<file path="config.mk">
export PLATFORM = sky130hd
export DESIGN_NAME = seq_addsub_n
export DESIGN_NICKNAME = d
export VERILOG_FILES = /design/src/rtl/seq_addsub_n.sv
export SDC_FILE = /design/constraint.sdc
export NUM_CORES = 1
export LEC_CHECK = 0
export CAP_MARGIN = 10
export CELL_PAD_IN_SITES_DETAIL_PLACEMENT = 0
export CELL_PAD_IN_SITES_GLOBAL_PLACEMENT = 1
export CORE_MARGIN = 5
export CORE_UTILIZATION = 25
export DETAILED_ROUTE_END_ITERATION = 10
export HOLD_SLACK_MARGIN = 0.15
export PLACE_DENSITY_LB_ADDON = 0.15
export SYNTH_ARGS = -nofsm -noshare
export SYNTH_HDL_FRONTEND = slang
export SYNTH_SLANG_ARGS = --single-unit
</file>
<file path="constraint.sdc">
create_clock -name clk -period 3.35 [get_ports clk]
set_input_delay 0.67 -clock clk [delete_from_list [all_inputs] [get_ports clk]]
set_output_delay 0.67 -clock clk [all_outputs]
set_load 0.02 [all_outputs]
</file>
<file path="src/rtl/seq_addsub_n.sv">
// Chunk-serial adder/subtractor: CHUNK bits per clock, LS chunk first.
// Start/done handshake, carry/borrow chaining, signed overflow and zero flags.
module seq_addsub_n #(
  parameter int WIDTH = 8,
  parameter int CHUNK = 2
) (
  input  logic             clk,
  input  logic             rst,
  input  logic             start,
  input  logic [WIDTH-1:0] x,
  input  logic [WIDTH-1:0] y,
  input  logic             mode,
  input  logic             cin,
  output logic             busy,
  output logic             done,
  output logic [WIDTH-1:0] sum,
  output logic             cout,
  output logic             ovf,
  output logic             zero
);

  localparam int NCH = WIDTH / CHUNK;
  localparam int CW  = (NCH > 1) ? $clog2(NCH) : 1;
  localparam logic [CW-1:0] LAST_CNT = CW'(NCH - 1);

  typedef enum logic [1:0] {
    S_IDLE,
    S_RUN,
    S_DONE
  } state_t;

  state_t           state_q, state_d;
  logic [CW-1:0]    cnt_q, cnt_d;
  logic [WIDTH-1:0] a_q, a_d;
  logic [WIDTH-1:0] b_q, b_d;
  logic [WIDTH-1:0] part_q, part_d;
  logic             carry_q, carry_d;
  logic [WIDTH-1:0] sum_q, sum_d;
  logic             cout_q, cout_d;
  logic             ovf_q, ovf_d;
  logic             zero_q, zero_d;

  logic             accept;
  logic             last;
  int               lo;
  logic [CHUNK-1:0] a_k;
  logic [CHUNK-1:0] b_k;
  logic [CHUNK-1:0] s_k;
  logic             c_k;
  logic [WIDTH-1:0] part_nx;

  assign accept = start && (state_q == S_IDLE || state_q == S_DONE);
  assign last   = (state_q == S_RUN) && (cnt_q == LAST_CNT);
  assign lo     = int'(cnt_q) * CHUNK;

  // state register
  always_ff @(posedge clk) begin
    if (rst) begin
      state_q <= S_IDLE;
    end else begin
      state_q <= state_d;
    end
  end

  // next-state logic
  always_comb begin
    state_d = state_q;
    unique case (state_q)
      S_IDLE: if (start) state_d = S_RUN;
      S_RUN:  if (last)  state_d = S_DONE;
      S_DONE: state_d = start ? S_RUN : S_IDLE;
      default: state_d = S_IDLE;
    endcase
  end

  // output logic
  always_comb begin
    busy = (state_q == S_RUN);
    done = (state_q == S_DONE);
  end

  // one chunk of ripple addition
  always_comb begin
    a_k = a_q[lo +: CHUNK];
    b_k = b_q[lo +: CHUNK];
    {c_k, s_k} = {1'b0, a_k} + {1'b0, b_k}
               + {{CHUNK{1'b0}}, carry_q};
    part_nx = part_q;
    part_nx[lo +: CHUNK] = s_k;
  end

  always_comb begin
    a_d     = a_q;
    b_d     = b_q;
    carry_d = carry_q;
    cnt_d   = cnt_q;
    part_d  = part_q;
    if (accept) begin
      a_d     = x;
      b_d     = mode ? ~y : y;
      carry_d = mode ? ~cin : cin;
      cnt_d   = '0;
      part_d  = '0;
    end else if (state_q == S_RUN) begin
      part_d  = part_nx;
      carry_d = c_k;
      cnt_d   = last ? '0 : cnt_q + 1'b1;
    end
  end

  // result registers only move on the final chunk
  always_comb begin
    sum_d  = sum_q;
    cout_d = cout_q;
    ovf_d  = ovf_q;
    zero_d = zero_q;
    if (last) begin
      sum_d  = part_nx;
      cout_d = c_k;
      ovf_d  = (a_q[WIDTH-1] == b_q[WIDTH-1])
            && (part_nx[WIDTH-1] != a_q[WIDTH-1]);
      zero_d = (part_nx == '0);
    end
  end

  always_ff @(posedge clk) begin
    if (rst) begin
      a_q     <= '0;
      b_q     <= '0;
      carry_q <= 1'b0;
      cnt_q   <= '0;
      part_q  <= '0;
      sum_q   <= '0;
      cout_q  <= 1'b0;
      ovf_q   <= 1'b0;
      zero_q  <= 1'b0;
    end else begin
      a_q     <= a_d;
      b_q     <= b_d;
      carry_q <= carry_d;
      cnt_q   <= cnt_d;
      part_q  <= part_d;
      sum_q   <= sum_d;
      cout_q  <= cout_d;
      ovf_q   <= ovf_d;
      zero_q  <= zero_d;
    end
  end

  assign sum  = sum_q;
  assign cout = cout_q;
  assign ovf  = ovf_q;
  assign zero = zero_q;

endmodule

</file>
==> impl_metrics.py <==
metrics = {
    "logic_synthesis": {
        "ys_seq_area_share_pct": 41.8,
        "synthAdderAreaFrac_pct": 5.63,
        "synth-simple-area-share_pct": 22.0,
        "syn_avg_cell_area_um2": 9.06,
        "synthesis.area_um2": 1820,
        "ys_async_sr_fraction_pct": 0,
        "synth.net_count": 229,
        "synth_common_cells": "dfxtp_1 (38), nor2_1 (29), nand2_1 (27), a211oi_1 (21), a21oi_1 (15)",
        "synth_top_area_share_pct": 41.8,
        "postSynthCellCount": 201,
        "synth_mux_area_share_pct": 6.04,
        "yosysTopAreaCell": "dfxtp_1",
        "netlist_top_cells_area": "dfxtp_1 (42%), a211oi_1 (8.7%), nor2_1 (6.0%)",
        "ys_ff_latch": 38,
        "synth_xor_area_share_pct": 4.33,
        "synth_edf_count": 0,
        "synth_ff_type": "dfxtp_1",
        "yosysMostFrequentCell": "dfxtp_1",
        "yosysWarnings": 0,
        "yosysUniqueCellTypes": 34,
        "synth_compound_area_share_pct": 15.7,
        "synth_top_family_by_area": "simple AND/OR/NAND/NOR gates",
    },
    "pwr": {
        "pwr-share-seq_pct": 49.3,
        "power.density_nw_per_um2": 427,
        "clkPwrFrac_pct": 33.6,
        "p_sw_w": 0.000270,
        "pwr-share-comb_pct": 17.1,
        "netSwitchingFraction_pct": 27.3,
        "p_int_w": 0.000721,
        "vdd_drop_max_uv": 169,
        "p_leak_nw": 0.813,
    },
    "critical_path": {
        "cp_common_cell": "fa_1",
        "cp.arrival_ns": 3.16,
        "worst-r2r-cell-count": 6,
        "cp_slowest_cell": "fa_1",
        "critical_path_required_ns": 3.55,
        "reg2reg_slack_ns": 0.39,
        "worstSetupStartpointType": "flip-flop",
        "worst_path_largest_cell_delay_ns": 0.62,
        "end_kind": "flip-flop",
        "critPathKind": "flip-flop to flip-flop",
        "path_max_fanout": 5,
        "path_cells": "mux4_2 > fa_1 > fa_1 > nor4bb_1 > mux2i_1 > a211oi_1",
    },
    "grt": {
        "grt.total_usage_pct": 10.7,
        "grt_max_degree": 25,
        "grt_overflow": 0,
        "first_global_vias": 1458,
        "antenna_found_initial": 0,
        "grt_pass1_wl_um": 7470,
    },
    "min_path": {
        "min_path_type": "flip-flop to flip-flop",
        "hold_depth": 2,
    },
    "die": {
        "start_util_pct": 25.4,
        "core_um2": 7180,
        "die_h_um": 95.4,
        "placementRows": 31,
        "die_w_um": 95.4,
        "die_area_um2": 9090,
        "pin_count": 34,
    },
    "detailed_routing": {
        "first_iter_violations": 54,
        "wl_um": 4460,
        "antenna_left": 0,
        "num_vias": 1465,
        "route.detailed.drc": 0,
        "post_drt_wl_per_cell_um": 13.5,
        "first_pass_iters": 4,
        "viasPerCell": 4.44,
    },
    "sta": {
        "relSlewSlack_pct": 49.3,
        "finalHoldViolCount": 0,
        "fin_crit_sh_pct": 88.4,
        "skew_ns": 0.00302,
        "fmax_ghz": 0.338,
        "tns_ns": 0,
        "setup_viol": 0,
        "tightest_slew_ns": 0.760,
        "finalCriticalPeriod_ns": 2.96,
        "drv_slew": 0,
        "rsz0062_at_grt": "false",
    },
    "final_layout": {
        "diodes": 0,
        "layout-drive-gt1-share_pct": 7.79,
        "nets": 258,
        "area_growth_pct": 27.5,
        "ff_latch_area_um2": 761,
        "final_core_utilization_pct": 32.4,
        "nFillCells": 793,
        "multi_input_area_um2": 978,
        "fin_area_um2": 2320,
    },
    "clocking": {
        "cts-buffers-inserted": 5,
        "cts.path.max_buffers": 2,
        "path_clk_slew_ns": 0.08,
        "hold_buffers": 0,
        "cts_setup_buffers": 0,
        "cts_resized": 0,
        "cts.sinks": 38,
        "clock_latency_ns": 0.29,
        "h-tree-depth": 2,
        "cts_tree": "yes",
        "cts_root_buf": "clkbuf_8",
    },
    "placement": {
        "port_buffers": 33,
        "placed_cell_area_um2": 2230,
        "gp_congestion": 0.713,
        "dp_hpwl_um": 3210,
    },
    "flow_run": {
        "maxCapViolations": 0,
    },
    "run_status": {
        "status": "finished clean",
    },
}
[layer usage]
metal  up-vias  track usage, %  part of all wire (%)  wire, µm
met5         -               0                     0         0
met4         0            3.97                   1.5        69
met3         8            2.60                   4.0       179
met2        28            17.1                    47      2120
met1       670            14.0                    47      2100
li1        759               -                     -         -
[flip-flops by register name, indices dropped and copies added (netlist names)]
register,count
a_q,8
b_q,8
sum,8
part_q,6
cnt_q,2
state_q,2
carry_q,1
cout,1
ovf,1
zero,1
[power groups by stage]
stage               Sequential [W]  Clock [W]  Combinational [W]
floorplan                 0.000494          0           0.000118
global placement          0.000501          0           0.000173
detailed placement        0.000501          0           0.000172
CTS                       0.000490   0.000345           0.000172
global route              0.000494   0.000364           0.000190
finish                    0.000489   0.000333           0.000169
[per-stage QoR]
| stage | setup slack [ns] | total power (W) | std cells | hold WS (ns) |
|---|---|---|---|---|
| 2_1_floorplan | 0.474 | 0.000612 | 201 | 0.433 |
| 3_3_place_gp | 0.441 | 0.000673 | 322 | 0.449 |
| 3_5_place_dp | 0.383 | 0.000673 | 322 | 0.444 |
| 4_1_cts | 0.359 | 0.00101 | 330 | 0.455 |
| 5_1_grt | 0.135 | 0.00105 | 330 | 0.486 |
| 6_report | 0.388 | 0.000991 | 330 | 0.454 |
[cell families (layout without fill, tap and decap cells)]
kind of cell | count (synthesis) | in the layout
buffers and inverters | 17 | 47
xor gates and xnor gates | 9 | 9
and+or+nand+nor | 81 | 81
muxes | 6 | 6
adders and majority gates | 7 | 7
DFF | 38 | 38
AOI/OAI and AO/OA | 43 | 43
[critical path: cells and delay by family (launching register included)]
| family | cells | cell delay, ns |
|---|---|---|
| DFF | 1 | 0.49 |
| muxes | 2 | 0.72 |
| and+or+nand+nor | 1 | 0.39 |
| AOI/OAI and AO/OA | 1 | 0.24 |
| adders and majority gates | 2 | 1.04 |
[path summary, 6_finish.rpt]
path | start | to
setup / recovery | cnt_q[0] | sum[1]
hold / removal | a_q[6] | a_q[6]
setup reg to reg | cnt_q[0] | sum[1]
hold reg to reg | a_q[6] | a_q[6]
[cell usage in the layout, fill, tap and decap left out, drive strengths merged, types with 2 or more instances in the layout]
cell           synthesis  routed
clkbuf                 7       7
nand2b                 4       4
nand2                 28      28
o21ai                  2       2
a211oi                21      21
nor2b                  6       6
a41oi                  4       4
xnor2                  8       8
clkinv                 1       2
dfxtp                 38      38
mux2i                  2       2
clkdlybuf4s50          0      33
buf                    7       3
nor2                  29      29
ha                     5       5
nand3b                 3       3
mux4                   4       4
and2b                  2       2
fa                     2       2
a21oi                 15      15
inv                    2       2
nor4bb                 2       2
[layout make-up]
class / count / share of cell area (%)
Multi-Input combinational cell: 146 / 42.1
Sequential cell: 38 / 32.7
Timing Repair Buffer: 36 / 15.2
Tap cell: 99 / 5.33
Clock buffer: 7 / 3.72
Inverter: 3 / 0.700
Clock inverter: 1 / 0.215
(Power assumes the default switching activity.)
